==> config.mk <==
export PLATFORM = sky130hd
export DESIGN_NAME = gf_sum_sched
export DESIGN_NICKNAME = d
export VERILOG_FILES = /design/src/rtl/gf_sum_sched.sv
export SDC_FILE = /design/constraint.sdc
export NUM_CORES = 1
export LEC_CHECK = 0
export ABC_CLOCK_PERIOD_IN_PS = 2450
export CORE_AREA = 4 4 322 324
export CTS_BUF_LIST = sky130_fd_sc_hd__clkbuf_16
export CTS_CLUSTER_SIZE = 40
export DETAILED_ROUTE_END_ITERATION = 7
export DIE_AREA = 0 0 326 328
export PLACE_DENSITY_LB_ADDON = 0.05
export SLEW_MARGIN = 15
export SYNTH_ARGS = -nofsm -noshare
export SYNTH_HDL_FRONTEND = slang
export SYNTH_SLANG_ARGS = --single-unit
==> constraint.sdc <==
create_clock -name clk -period 2.45 [get_ports clk]
set_input_delay 0.49 -clock clk [delete_from_list [all_inputs] [get_ports clk]]
set_output_delay 0.49 -clock clk [all_outputs]
set_load 0.02 [all_outputs]
==> src/rtl/gf_sum_sched.sv <==
`default_nettype none
// ============================================================================
//  Module      : gf_sum_sched
//  Description : Round-robin scheduler that time-shares one combinational
//                GF(2^m) XOR-reduction tree among NUM_REQ requesters. Each
//                job is BEATS beats of PARALLELISM symbols. The tree outputs
//                of all beats are XOR-accumulated, and one BIT_WIDTH sum per
//                job is returned on a valid/ready result port.
//  Option      : GF_SUM_SCHED_PIPE_EN -- register the tree output before
//                accumulating. This adds a one-cycle FLUSH state per job.
//  Revision    : 1.0 - initial release
// ============================================================================
module gf_sum_sched #(
    parameter  int BIT_WIDTH   = 10,
    parameter  int PARALLELISM = 16,
    parameter  int NUM_REQ     = 4,
    parameter  int BEATS       = 4,
    localparam int ID_W        = (NUM_REQ > 1) ? $clog2(NUM_REQ) : 1,
    localparam int CNT_W       = (BEATS > 1) ? $clog2(BEATS) : 1
) (
    input  logic                                      clk,
    input  logic                                      rstn,
    input  logic [NUM_REQ-1:0]                        req_valid,
    output logic [NUM_REQ-1:0]                        req_ready,
    input  logic [NUM_REQ*PARALLELISM*BIT_WIDTH-1:0]  req_data,
    output logic [PARALLELISM*BIT_WIDTH-1:0]          tree_in,
    input  logic [BIT_WIDTH-1:0]                      tree_out,
    output logic                                      res_valid,
    input  logic                                      res_ready,
    output logic [BIT_WIDTH-1:0]                      res_data,
    output logic [ID_W-1:0]                           res_id
);

    localparam int              SLICE_W     = PARALLELISM * BIT_WIDTH;
    localparam logic [CNT_W-1:0] c_LAST_BEAT = CNT_W'(BEATS - 1);
    localparam logic [ID_W-1:0]  c_LAST_ID   = ID_W'(NUM_REQ - 1);

    localparam logic [1:0] c_IDLE  = 2'd0;
    localparam logic [1:0] c_RUN   = 2'd1;
    localparam logic [1:0] c_DONE  = 2'd2;
`ifdef GF_SUM_SCHED_PIPE_EN
    localparam logic [1:0] c_FLUSH = 2'd3;
`endif

    logic [1:0]           state_q,    state_d;
    logic [ID_W-1:0]      rr_ptr_q,   rr_ptr_d;
    logic [ID_W-1:0]      grant_q,    grant_d;
    logic [CNT_W-1:0]     beat_cnt_q, beat_cnt_d;
    logic [BIT_WIDTH-1:0] acc_q,      acc_d;
`ifdef GF_SUM_SCHED_PIPE_EN
    // Registered tree output plus "holds an unfolded beat" and "was beat 0"
    logic [BIT_WIDTH-1:0] tree_q,     tree_d;
    logic                 tq_vld_q,   tq_vld_d;
    logic                 tq_first_q, tq_first_d;
`endif

    logic [ID_W-1:0]      hi_idx;
    logic [ID_W-1:0]      lo_idx;
    logic                 hi_found;
    logic [ID_W-1:0]      pick_idx;
    logic                 hs;
    logic                 last_beat;

    // Round-robin pick: lowest valid index at/after rr_ptr, else lowest valid overall (wrap)
    always_comb begin
        hi_found = 1'b0;
        hi_idx   = '0;
        lo_idx   = '0;
        for (int j = NUM_REQ - 1; j >= 0; j--) begin
            if (req_valid[j]) begin
                lo_idx = ID_W'(j);
                if (ID_W'(j) >= rr_ptr_q) begin
                    hi_found = 1'b1;
                    hi_idx   = ID_W'(j);
                end
            end
        end
        pick_idx = hi_found ? hi_idx : lo_idx;
    end

    assign hs        = (state_q == c_RUN) && req_valid[grant_q];
    assign last_beat = (beat_cnt_q == c_LAST_BEAT);

    // State and datapath registers; reset discards any job in flight
    always_ff @(posedge clk or negedge rstn) begin
        if (!rstn) begin
            state_q    <= c_IDLE;
            rr_ptr_q   <= '0;
            grant_q    <= '0;
            beat_cnt_q <= '0;
            acc_q      <= '0;
`ifdef GF_SUM_SCHED_PIPE_EN
            tree_q     <= '0;
            tq_vld_q   <= 1'b0;
            tq_first_q <= 1'b0;
`endif
        end else begin
            state_q    <= state_d;
            rr_ptr_q   <= rr_ptr_d;
            grant_q    <= grant_d;
            beat_cnt_q <= beat_cnt_d;
            acc_q      <= acc_d;
`ifdef GF_SUM_SCHED_PIPE_EN
            tree_q     <= tree_d;
            tq_vld_q   <= tq_vld_d;
            tq_first_q <= tq_first_d;
`endif
        end
    end

    // Next-state logic: arbitration, beat counting, accumulation, result release
    always_comb begin
        state_d    = state_q;
        rr_ptr_d   = rr_ptr_q;
        grant_d    = grant_q;
        beat_cnt_d = beat_cnt_q;
        acc_d      = acc_q;
`ifdef GF_SUM_SCHED_PIPE_EN
        tree_d     = tree_q;
        tq_vld_d   = 1'b0;
        tq_first_d = tq_first_q;
        // Fold the beat captured on the previous handshake
        if (tq_vld_q) begin
            acc_d = tq_first_q ? tree_q : (acc_q ^ tree_q);
        end
`endif
        case (state_q)
            c_IDLE: begin
                // One-cycle arbitration bubble: no beat is taken here
                if (|req_valid) begin
                    grant_d    = pick_idx;
                    beat_cnt_d = '0;
                    state_d    = c_RUN;
                end
            end
            c_RUN: begin
                if (hs) begin
`ifdef GF_SUM_SCHED_PIPE_EN
                    tree_d     = tree_out;
                    tq_vld_d   = 1'b1;
                    tq_first_d = (beat_cnt_q == '0);
`else
                    acc_d = (beat_cnt_q == '0) ? tree_out : (acc_q ^ tree_out);
`endif
                    if (last_beat) begin
                        beat_cnt_d = '0;
`ifdef GF_SUM_SCHED_PIPE_EN
                        state_d    = c_FLUSH;
`else
                        state_d    = c_DONE;
`endif
                    end else begin
                        beat_cnt_d = beat_cnt_q + 1'b1;
                    end
                end
            end
`ifdef GF_SUM_SCHED_PIPE_EN
            c_FLUSH: begin
                state_d = c_DONE;
            end
`endif
            c_DONE: begin
                if (res_ready) begin
                    rr_ptr_d = (grant_q == c_LAST_ID) ? '0 : (grant_q + 1'b1);
                    state_d  = c_IDLE;
                end
            end
            default: begin
                state_d = c_IDLE;
            end
        endcase
    end

    // Outputs: steer the granted slice into the tree during RUN, present the sum in DONE
    always_comb begin
        req_ready = '0;
        tree_in   = '0;
        res_valid = 1'b0;
        res_data  = '0;
        res_id    = '0;
        if (state_q == c_RUN) begin
            req_ready[grant_q] = 1'b1;
            for (int r = 0; r < NUM_REQ; r++) begin
                if (grant_q == ID_W'(r)) begin
                    tree_in = req_data[r*SLICE_W +: SLICE_W];
                end
            end
        end
        if (state_q == c_DONE) begin
            res_valid = 1'b1;
            res_data  = acc_q;
            res_id    = grant_q;
        end
    end

endmodule
`default_nettype wire

==> metrics.txt, run 1 <==
outcome=complete, but fails checks; failing checks=negative setup slack; global route total overflow=0; syn_nets=1668; Vias/cell=3.58; Critical Path Start Type=register; delay-heaviest family, CP=buffers and inverters; crit-path cells=inv_2, ha_4, buf_12, buf_12, buf_6, buf_6, and3b_1, a21oi_2, o21ai_2, a22o_1, buf_12; area leader, netlist=a22o_1; Final Hold Viols=0; first-pass GRT wire length=109000 µm; Critical Path Fanout Max=6; slowest stage cell, crit path=dfrtp_1; Pwr Total=30.8 mW; final setup TNS=-24.10 ns; clock latency at the later pin of the worst-skew pair=0.25 ns; number of synthesized flops with an enable pin=0; vias in the first global route=12.8k; grt met3 use=4.11%; crit path DAT=2.24 ns; drt first pass iters=4; clock sink count=18; post-layout util=20.7%; CP endpoint kind=output port; CTS tree=built; footprint of the multi-input gates=6270 µm²; GPL Wtd Cong=0.810; Synth Flop Type=dfrtp_1; initial antenna violation count=36; die extent in x=326 µm; skew final=0.00219 ns; Final Max Tran Viols=0; worst hold start=acc_q[1]; fraction of registers with async set/reset=100%; Placement Cell Area=17600 µm²; Inserted Clock Buffers=3; count leader, synth=nand2_1; drc violations=0; hold bufs inserted after CTS=0; layout cell share with drive strength beyond 1=33.1%; GRT Total Usage=14.5%; Final #Nets=2674; critical path class=reg2out; min cycle time layout=2.73 ns; row cnt=117; initial core utilization=6.48%; die area=107000 µm²; DP Wirelength=65600 µm; clk slew on worst S/H paths=0.06 ns; Die Y=328 µm; Syn Area/Cell=6.52 µm²; M1 GR Usage=16.3%; final critical-path setup slack=-0.283 ns; RSZ-0062 raised after global routing=true; Crit path largest cell delay=0.38 ns; commonest cells in the netlist=nand2_1, a22o_1, a21oi_1, and3b_1, o21ai_0; Hold Crit Class=reg2reg; worst setup path startpoint=grant_q[1]; Rel. slew slack=52.8%; # IOs=834; wire length per cell=24.5 µm; ranking of synthesized cells by area=a22o_1, and3b_1, a21oi_1, nand2_1, o21ai_0; Pwr per Cell Area=1470 nW/µm²; Final Cycle Share=112%; Synth warnings=0; post-synthesis cell count=1005; CP dominant cell by count=buf_12; register area=452 µm²; drt initial violations=361; CP required=1.96 ns; Reg-to-Reg Start=grant_q[0]; Syn-to-layout area delta=220%; max_cap viols=0; Achievable Freq=0.366 GHz; endpoints failing setup=160; port buffer count=833; Filler cells=11.3k; H-tree level count=1; Slew @ Worst Pin=0.702 ns; Yosys top cell area share=21.4%; Root Buffer Master=clkbuf_16; IR drop worst, VDD=537 µV; worst path bufs/invs=6; worst hold slack=0.553 ns; grt peak-use layer=met2; pin count of the biggest net entering global routing=35; antenna-violating nets left=0; clock buffer depth=2; Core Area=101000 µm²; leakage power=8.49 nW; post-route cell area=20900 µm²; Yosys reg bits=18; cell area after synthesis=6550 µm²; final WL=83000 µm; Yosys cell types=36; via count=12.2k; GRT met2 Usage=27.3%; post-synthesis sequential area ratio=6.88%
path summary, 6_finish.rpt:
kind / slack, ns / cells after the start / endpoint
worst max-delay path: -0.28 / 11 / tree_in[98]
worst min-delay path: 0.55 / 2 / acc_q[1]
worst max register to register: 0.77 / 7 / acc_q[0]
worst min register to register: 0.55 / 2 / acc_q[1]
max in group asynchronous: 1.62 / 2 / grant_q[0]
min in group asynchronous: 0.58 / 2 / acc_q[5]
placed cells by master (no fill, tap or decap), types with 4 or more instances in the layout:
master / n
a21oi_2: 85
buf_6: 205
buf_16: 15
a21oi_1: 41
and2_1: 12
o21ai_2: 44
clkbuf_16: 11
buf_8: 26
clkdlybuf4s50_1: 657
nand2_1: 165
buf_2: 7
nor2_1: 7
diode_2: 17
and3b_2: 6
dlygate4sd2_1: 14
a21oi_4: 8
dfrtp_1: 17
a22o_1: 157
buf_12: 63
inv_1: 4
and3b_1: 107
nand3_1: 10
ha_4: 4
o21ai_1: 116
a22oi_2: 47
o21ai_0: 12
buf_4: 126
kinds of logic (layout without fill, tap and decap cells):
logic type | Yosys count | in the layout | synth area share (%)
adders and majority gates | 6 | 6 | 1.15
DFF | 18 | 18 | 6.88
buffers and inverters | 130 | 1135 | 11.3
muxes | 3 | 3 | 0.497
AOI/OAI and AO/OA | 523 | 523 | 51.5
and+or+nand+nor | 325 | 325 | 28.7
other | 0 | 17 | 0
registers in the layout, summed over array words and instances (netlist names):
name        count
rr_ptr_q        2
acc_q          10
state_q         2
grant_q         2
beat_cnt_q      2
what timing repair did:
item | 4_1_cts | 5_1_grt
endpoints found under the hold margin | 0 | 0
pin swaps | 93 | 168
setup endpoints to repair | 176 | 162
cloned | 19 | 8
setup buffers | 88 | 42
resized for setup | 950 | 236
metal layers:
layer  wire length [µm]  up-vias
li1                   -     5848
met1              32500     5774
met2              43800      448
met3               5530       56
met4                996       28
met5                184        -
metrics by stage:
stage	std cells	worst slack [ns]
final	3395	-0.283
after global routing	3392	-0.382
after CTS	3343	-0.324
after detailed placement	3235	-0.464
after global placement	3235	-0.469
after floorplan	1005	0.0833
power breakdown:
part | internal (mW) | switching [mW]
Sequential | 0.440 | 0.126
Clock | 0.218 | 0.127
Combinational | 15.7 | 14.2
final cells by class:
cell class	instances	area share (%)
Tap cell	1368	8.18
Clock buffer	3	0.359
Antenna cell	17	0.203
Inverter	6	0.108
Sequential cell	18	2.16
Clock inverter	1	0.0179
Multi-Input combinational cell	857	30.0
Timing Repair Buffer	1125	59.0
worst min-delay path, delay by kind of cell (launching register included):
family / cells / cell delay (ns)
DFF: 1 / 0.36
AOI/OAI and AO/OA: 2 / 0.15
No activity file was read; power rests on OpenSTA's default activity.
==> run 2: changes to the inputs <==
--- a/config.mk
+++ b/config.mk
@@ -11,6 +11,7 @@
 export CTS_CLUSTER_SIZE = 40
 export DETAILED_ROUTE_END_ITERATION = 7
 export DIE_AREA = 0 0 326 328
+export HOLD_SLACK_MARGIN = 0.08
 export PLACE_DENSITY_LB_ADDON = 0.05
 export SLEW_MARGIN = 15
 export SYNTH_ARGS = -nofsm -noshare
==> results of run 2 <==
No change in the layout: final DEF, timing and power equal those of run 1.
